[config.mk]
export PLATFORM = sky130hd
export DESIGN_NAME = sar_adc_ctrl
export DESIGN_NICKNAME = d
export VERILOG_FILES = /design/src/rtl/sar_pkg.sv /design/src/rtl/sar_shift_core.sv /design/src/rtl/sar_adc_ctrl.sv
export SDC_FILE = /design/constraint.sdc
export NUM_CORES = 1
export LEC_CHECK = 0
export CORE_UTILIZATION = 50
export CTS_CLUSTER_SIZE = 28
export DETAILED_ROUTE_END_ITERATION = 12
export GPL_ROUTABILITY_DRIVEN = 0
export PLACE_DENSITY_LB_ADDON = 0.12
export SLEW_MARGIN = 15
export SYNTH_ARGS = -nofsm -noshare
export SYNTH_HDL_FRONTEND = slang
export SYNTH_HIERARCHICAL = 1
export SYNTH_SLANG_ARGS = --single-unit
[constraint.sdc]
create_clock -name clk -period 2.3 [get_ports clk]
set_input_delay 0.575 -clock clk [delete_from_list [all_inputs] [get_ports clk]]
set_output_delay 0.575 -clock clk [all_outputs]
set_load 0.01 [all_outputs]
[src/rtl/sar_pkg.sv]
// Shared types and default parameters for the SAR ADC controller.
package sar_pkg;

  typedef enum logic [1:0] {
    S_IDLE,
    S_SAMPLE,
    S_CONVERT,
    S_DONE
  } state_t;

  localparam int DEF_WIDTH         = 12;
  localparam int DEF_SAMPLE_CYCLES = 2;
  localparam int DEF_SETTLE_CYCLES = 1;

endpackage

[src/rtl/sar_shift_core.sv]
// Successive-approximation datapath: one-hot trial mask, kept bits, bit decision.
module sar_shift_core #(
  parameter int WIDTH = 12
) (
  input  logic             clk,
  input  logic             reset,
  input  logic             load,
  input  logic             step,
  input  logic             cmp,
  input  logic             drive,
  output logic [WIDTH-1:0] dac_code,
  output logic [WIDTH-1:0] decided,
  output logic             last
);

  logic [WIDTH-1:0] mask;
  logic [WIDTH-1:0] kept;

  always_ff @(posedge clk or negedge reset) begin
    if (!reset) begin
      mask <= '0;
      kept <= '0;
    end else if (load) begin
      mask <= {1'b1, {(WIDTH-1){1'b0}}};
      kept <= '0;
    end else if (step) begin
      mask <= mask >> 1;
      if (cmp) kept <= kept | mask;
    end
  end

  // Code including the decision on the bit currently under trial.
  assign decided  = cmp ? (kept | mask) : kept;
  assign last     = mask[0];
  // Once the mask has shifted out, kept|mask is the final code.
  assign dac_code = drive ? (kept | mask) : '0;

endmodule

[src/rtl/sar_adc_ctrl.sv]
// SAR ADC controller: FSM, sample/settle timing, channel select and result capture.
module sar_adc_ctrl
  import sar_pkg::*;
#(
  parameter int WIDTH         = DEF_WIDTH,
  parameter int NUM_CH        = 4,
  parameter int SAMPLE_CYCLES = DEF_SAMPLE_CYCLES,
  parameter int SETTLE_CYCLES = DEF_SETTLE_CYCLES,
  parameter int CH_W          = (NUM_CH > 1) ? $clog2(NUM_CH) : 1
) (
  input  logic             clk,
  input  logic             reset,
  input  logic             start,
  input  logic [CH_W-1:0]  ch_sel,
  input  logic             scan_en,
  input  logic             cmp,
  output logic [CH_W-1:0]  mux_sel,
  output logic             sample,
  output logic [WIDTH-1:0] dac_code,
  output logic             busy,
  output logic             done,
  output logic [WIDTH-1:0] result,
  output logic [CH_W-1:0]  result_ch
);

  localparam int CNT_MAX = (SAMPLE_CYCLES > SETTLE_CYCLES) ? SAMPLE_CYCLES : SETTLE_CYCLES;
  localparam int CNT_W   = $clog2(CNT_MAX + 1);

  state_t           state, state_nxt;
  logic [CNT_W-1:0] cnt;
  logic [CH_W-1:0]  ch;
  logic             sample_end, settle_end, last;
  logic [WIDTH-1:0] decided;

  assign sample_end = (state == S_SAMPLE)  && (cnt == CNT_W'(SAMPLE_CYCLES - 1));
  assign settle_end = (state == S_CONVERT) && (cnt == CNT_W'(SETTLE_CYCLES - 1));

  always_ff @(posedge clk or negedge reset) begin
    if (!reset) state <= S_IDLE;
    else        state <= state_nxt;
  end

  always_comb begin
    state_nxt = state;
    sample    = 1'b0;
    busy      = 1'b0;
    done      = 1'b0;
    case (state)
      S_IDLE:    if (start) state_nxt = S_SAMPLE;
      S_SAMPLE: begin
        sample = 1'b1;
        busy   = 1'b1;
        if (sample_end) state_nxt = S_CONVERT;
      end
      S_CONVERT: begin
        busy = 1'b1;
        if (settle_end && last) state_nxt = S_DONE;
      end
      S_DONE: begin
        done      = 1'b1;
        state_nxt = scan_en ? S_SAMPLE : S_IDLE;
      end
      default:   state_nxt = S_IDLE;
    endcase
  end

  // One counter serves both the acquire window and each trial's settle window.
  always_ff @(posedge clk or negedge reset) begin
    if (!reset)                                        cnt <= '0;
    else if (state == S_SAMPLE || state == S_CONVERT)  cnt <= (sample_end || settle_end) ? '0 : cnt + 1'b1;
    else                                               cnt <= '0;
  end

  always_ff @(posedge clk or negedge reset) begin
    if (!reset) begin
      ch <= '0;
    end else if (state == S_IDLE && start) begin
      ch <= ({1'b0, ch_sel} < (CH_W+1)'(NUM_CH)) ? ch_sel : '0;
    end else if (state == S_DONE && scan_en) begin
      ch <= (ch == CH_W'(NUM_CH - 1)) ? '0 : ch + 1'b1;
    end
  end

  always_ff @(posedge clk or negedge reset) begin
    if (!reset) begin
      result    <= '0;
      result_ch <= '0;
    end else if (settle_end && last) begin
      result    <= decided;
      result_ch <= ch;
    end
  end

  assign mux_sel = ch;

  sar_shift_core #(.WIDTH(WIDTH)) u_core (
    .clk      (clk),
    .reset    (reset),
    .load     (sample_end),
    .step     (settle_end),
    .cmp      (cmp),
    .drive    (state == S_CONVERT || state == S_DONE),
    .dac_code (dac_code),
    .decided  (decided),
    .last     (last)
  );

endmodule

==> metrics, run 1 <==
outcome complete, no violations; # DRC 0; main combinational cell family by area after synthesis multiplexers; final hold vios 0; GRT overflow 0; static leakage power 1.36 nW; clk buf depth 2; routed len/inst 15.5 µm; DRT Wirelength 4.26 mm; combinational power share 0.427; Power Dens Cells 1190 nW/µm²; setup ws final 0.0407 ns; Clock Sinks 44; Tcrit/Tclk final 0.982; clock power share 0.195; max-cap violations 0; Synth Instances 179; Synth area leaders dfrtp_1 53%, mux2i_1 6.3%, mux2_2 5.4%; CTS tree done; vias in the first global route 1481; post-synthesis adder-cell area fraction 0.0481; NetSw 1.14 mW; Antenna Violating Nets Remaining 0; CTS buffer count 5; Synth area leader dfrtp_1; XOR/XNOR Fraction of Synth Area 0; fin crit period 2.26 ns; Final setup violation count 0; number of diodes 0; Synth Register Bits 44; Synth top area share 0.529; Die Footprint 4420 µm²; Worst Setup Start Kind register; Reg power frac 0.378; fillcell total 318; Syn Nets 194; Slew @ Worst Pin 0.526 ns; root buffer cell clkbuf_8; DR pass1 iterations 6; synthesis-to-finish area growth 25.5%; simple-gate area share of the yosys netlist 0.0872; global-route wire length before repair 7.06 mm; Final Slew Violations 0; initial antenna violation count 0; htree depth 2; Ports 38; # nets final 239; maximum vdd drop 0.809 mV; core area 4000 µm²; critical path type reg -> out; Unique masters post-synth 26; mux share of post-synthesis cell area 0.144; DP Wirelength 2.87 mm; std cell rows 23; largest net degree at the start of global routing 25; Post-synth ARST share 1.00; HP Class in -> async; clk_lat worst skew 0.30 ns; cts hold-fix bufs 0; crit-path max FO 3; setup TNS 0 ns; internal power 1.98 mW; IO buf count 37; Post-synth EDFFs 0; cells on worst reg2reg path 6; sequential area share after synthesis 0.529; share of cells above drive strength 1 0.151; finished layout cell area 2610 µm²; Main synth FF type dfrtp_1; Ys Warns 6; Tot GR Track Use 0.221; Synth Area in Compound Gates 0.139; die width 66.5 µm; placed cell areas 2480 µm²; syn avg cell area 11.6 µm²; Initial Utilization 0.520; fmax 0.443 GHz; Crit. End Element primary output; Worst-path clk slew 0.08 ns; Finished Core Util 0.653; mapped cell area 2080 µm²; Sw Ratio 0.366; via count 1520; initial drt markers 70; Vias/cell 5.53; slew margin rel. 0.650; pre-CTS WS 0.0142 ns; clk_skew 0.00984 ns; CP arrival 1.68 ns; Vert. Die Dim 66.5 µm; worst endpoint required time 1.73 ns
cells in the mapped netlist (all sizes together), types with 4 or more instances:
| cell type | n |
|---|---|
| mux2 | 15 |
| mux2i | 13 |
| nand2 | 4 |
| nor2 | 30 |
| a31oi | 12 |
| inv | 8 |
| o21a | 12 |
| ha | 8 |
| dfrtp | 44 |
| a21o | 13 |
| buf | 8 |
metrics by stage:
stage          std cells  hold WS (ns)  power [mW]
2_1_floorplan        179         0.279        2.04
4_1_cts              274         0.266        3.13
6_report             275         0.243        3.12
3_3_place_gp         264         0.446        2.46
3_5_place_dp         264         0.479        2.53
5_1_grt              275         0.276        3.35
path summary, 6_finish.rpt:
kind                                    to  startpoint  slack [ns]
setup reg to reg                  state[0]    state[0]        0.47
setup / recovery                    sample    state[0]        0.04
min in group clk                    cnt[0]      cnt[0]        0.49
hold / removal                  result[10]       reset        0.24
hold reg to reg                     cnt[0]      cnt[0]        0.49
max in group asynchronous  u_core/mask[11]       reset        1.49
final cells by class:
| cell class | instances | area [µm²] | share of cell area |
|---|---|---|---|
| clock buffers | 5 | 68.8 | 0.0264 |
| clock inverters | 3 | 46.3 | 0.0177 |
| inverters | 8 | 30.0 | 0.0115 |
| multi-input cells | 119 | 886 | 0.339 |
| flip-flops and latches | 44 | 1100 | 0.422 |
| well taps | 50 | 62.6 | 0.0240 |
| repair buffers | 46 | 417 | 0.160 |
kinds of logic (layout without fill, tap and decap cells):
| kind of cell | Yosys count | count (layout) |
|---|---|---|
| multiplexers | 28 | 28 |
| AND/OR/NAND/NOR | 41 | 42 |
| buffers and inverters | 17 | 62 |
| adder cells (fa/ha/maj) | 8 | 8 |
| AO/OA/AOI/OAI | 41 | 41 |
| flip-flops | 44 | 44 |
power groups by stage:
| stage | sequential [mW] | clock, mW | combinational, mW |
|---|---|---|---|
| global placement | 1.17 | 0 | 1.28 |
| floorplan | 1.15 | 0 | 0.884 |
| detailed placement | 1.19 | 0 | 1.34 |
| finish | 1.18 | 0.607 | 1.33 |
| global route | 1.21 | 0.655 | 1.48 |
| CTS | 1.18 | 0.616 | 1.34 |
worst max-delay path, cell delays in order, from the launching register on:
cell and delay [ns]:
dfrtp_1 0.42, buf_4 0.15, buf_4 0.12, ha_1 0.22
clkdlybuf4s50_1 0.48
timing repair:
| item | CTS | global route |
|---|---|---|
| pin swaps | 1 | 1 |
| cloned | 1 | 0 |
| gates resized for setup | 16 | 1 |
| setup buffers | 1 | 1 |
| setup endpoints to repair | 13 | 12 |
cells in the final DEF (no fill, tap or decap), drive strengths merged:
master / count
clkdlybuf4s50: 23
nor3: 1
a21boi: 1
a21oi: 2
buf: 10
nor2: 30
ha: 8
bufinv: 1
nand3: 2
clkbuf: 5
clkinvlp: 1
o21a: 12
a21o: 13
a32oi: 1
mux2: 15
dfrtp: 44
or4: 1
mux2i: 13
inv: 9
or2: 2
a31oi: 12
nor2b: 2
nand2: 4
dlygate4sd2: 13
flip-flops by register name, summed over array words and instances (netlist names):
register / flops
result: 12
u_core/kept: 12
u_core/mask: 12
cnt: 2
mux_sel: 2
result_ch: 2
state: 2
routing by layer:
layer	track usage	part of all wire	vias to the layer above
met5	0	0	-
met4	0.0904	0.025	0
met3	0.0719	0.037	13
met2	0.376	0.50	40
met1	0.256	0.44	755
li1	-	-	712
No activity file was read; power rests on OpenSTA's default activity.
==> run 2: changes to the inputs <==
- ABC_AREA: default -> 0
==> results of run 2 <==
Same layout as run 1: the final DEF is identical, and so are final timing and power.
==> run 3: changes to the inputs <==
- CORE_UTILIZATION: 50 -> 45
==> run 3 against run 2 <==
Net effect:
- sequential share of layout area rose by 0.11 points
- flip-flop and latch count is the same
- utilization shrank 6.2 points
- via count is essentially flat
- clock power down 18%
- largest power group unchanged
- clock-buffer cell count grew 3
- routed wire length is 0.28% higher
- the flow now finishes with violations (setup timing)
==> metrics, run 3 (same netlist as run 1, synthesis figures left out) <==
Worst Setup Start Kind register; Finished Layout Cells 276; Worst-path clk slew 0.08 ns; Vert. Die Dim 70 µm; Min Hold Slack 0.182 ns; Die Footprint 4900 µm²; worst endpoint required time 1.73 ns; CTS buffer count 5; CP top delay family flip-flops; crit-path cells ha_2 > or2_4 > buf_4 > o21a_1 > dlygate4sd2_1; IO buf count 37; crit-path max FO 6; cell count after placement 265; global-route wire length before repair 7.49 mm; largest net degree at the start of global routing 25; Slew @ Worst Pin 0.760 ns; Crit. End Element primary output; RSZ-0062 raised after global routing true; vias in the first global route 1563; number of diodes 0; clk buf depth 2; initial drt markers 65; finished layout cell area 2610 µm²; met3 Use GR 0.0563; Ports 38; global route hottest layer met2; commonest non-fill, non-tap cell in the layout dfrtp_1; DRT Wirelength 4.27 mm; Clock Sinks 44; Worst R2R End state[0]; Finished Core Util 0.591; DR pass1 iterations 4; fmax 0.429 GHz; GRT overflow 0; placed cell areas 2480 µm²; highest-count cells in the layout ignoring fill and taps 43 x dfrtp_1, 30 x nor2_1, 23 x clkdlybuf4s50_1, 13 x mux2i_1, 13 x a21o_1; reg-to-reg setup timing slack 0.55 ns; Final Slew Violations 0; HP Class in -> async; slew margin rel. 0.493; root buffer cell clkbuf_8; synthesis-to-finish area growth 25.3%; Worst setup startpoint state[1]; static leakage power 1.40 nW; Vias/cell 5.51; std cell rows 24; Tot GR Track Use 0.196; outcome finished with violations; maximum vdd drop 0.514 mV; cell depth of the worst setup path 5; Final setup violation count 1; CP arrival 1.76 ns; cts hold-fix bufs 0; share of cells above drive strength 1 0.147; # DRC 0; # nets final 238; Reg2Reg Launch Point state[0]; initial antenna violation count 0; DP Wirelength 2.67 mm; Tcrit/Tclk final 1.01; setup ws final -0.0331 ns; max-cap violations 0; Antenna Violating Nets Remaining 0; final hold vios 0; GR Util met2 0.306; routed len/inst 15.5 µm; failing checks setup timing; CP max stage delay 0.45 ns; critical path type reg -> out; die width 70 µm; Initial Utilization 0.471; clk_skew 0.00575 ns; CTS tree done; fin crit period 2.33 ns; pre-CTS WS 0.00789 ns; Power Dens Cells 1160 nW/µm²; cells on worst reg2reg path 6; met1 Usage GRT 0.262; worst path bufs/invs 2; htree depth 2; Regs by FF count result (12), u_core/kept (12), u_core/mask (12); slowest stage cell, crit path dfrtp_2; core area 4410 µm²; clk_lat worst skew 0.29 ns; via count 1521
run 3: cell count changes in the layout (fill, tap and decap cells not counted), sizes merged:
cell | before | now
buf | 10 | 9
dlymetal6s2s | 0 | 4
dlygate4sd2 | 13 | 9
clkbuf | 5 | 8
bufinv | 1 | 0
clkinvlp | 1 | 0
inv | 9 | 8
run 3: what timing repair did:
action,in CTS,in global routing
gates resized for setup,13,7
cloned,1,0
buffers inserted,1,1
setup endpoints to repair,13,7
pin swaps,1,2
run 3: worst max path at each step:
stage | to
after floorplan | dac_code[0]
after global placement | dac_code[11]
after detailed placement | dac_code[11]
after CTS | dac_code[7]
after global routing | dac_code[1]
final | dac_code[1]
run 3: cell type report:
cell class,count,area (µm²)
fillers,386,1810
flip-flops and latches,44,1100
multi-input cells,119,896
repair buffers,45,424
clock buffers,8,90.1
well taps,52,65.1
inverters,8,30.0
run 3: metrics by stage:
| stage | total power [mW] | TNS [ns] |
|---|---|---|
| after floorplan | 2.04 | 0 |
| after global placement | 2.46 | 0 |
| after detailed placement | 2.51 | 0 |
| after CTS | 3.02 | -0.479 |
| after global routing | 3.27 | -0.0990 |
| final | 3.02 | -0.0331 |
run 3: layer usage:
layer / share of wire / vias up / wire (µm)
li1: - / 709 / -
met1: 0.48 / 766 / 2040
met2: 0.46 / 39 / 1950
met3: 0.050 / 7 / 212
met4: 0.015 / 0 / 66
met5: 0 / - / 0
run 3: worst reg2reg max path: cells and delay by family (launching register included):
family,cells,cell delay (ns)
DFF,1,0.41
AOI/OAI and AO/OA,1,0.18
adders and majority gates,1,0.20
buffers and inverters,2,0.22
and+or+nand+nor,2,0.65
run 3: where the power goes:
group / leakage, nW / internal (mW) / switching, mW / total (mW)
Sequential: 0.565 / 0.980 / 0.203 / 1.18
Combinational: 0.786 / 0.691 / 0.655 / 1.35
Clock: 0.0455 / 0.245 / 0.250 / 0.495
Total: 1.40 / 1.92 / 1.11 / 3.02
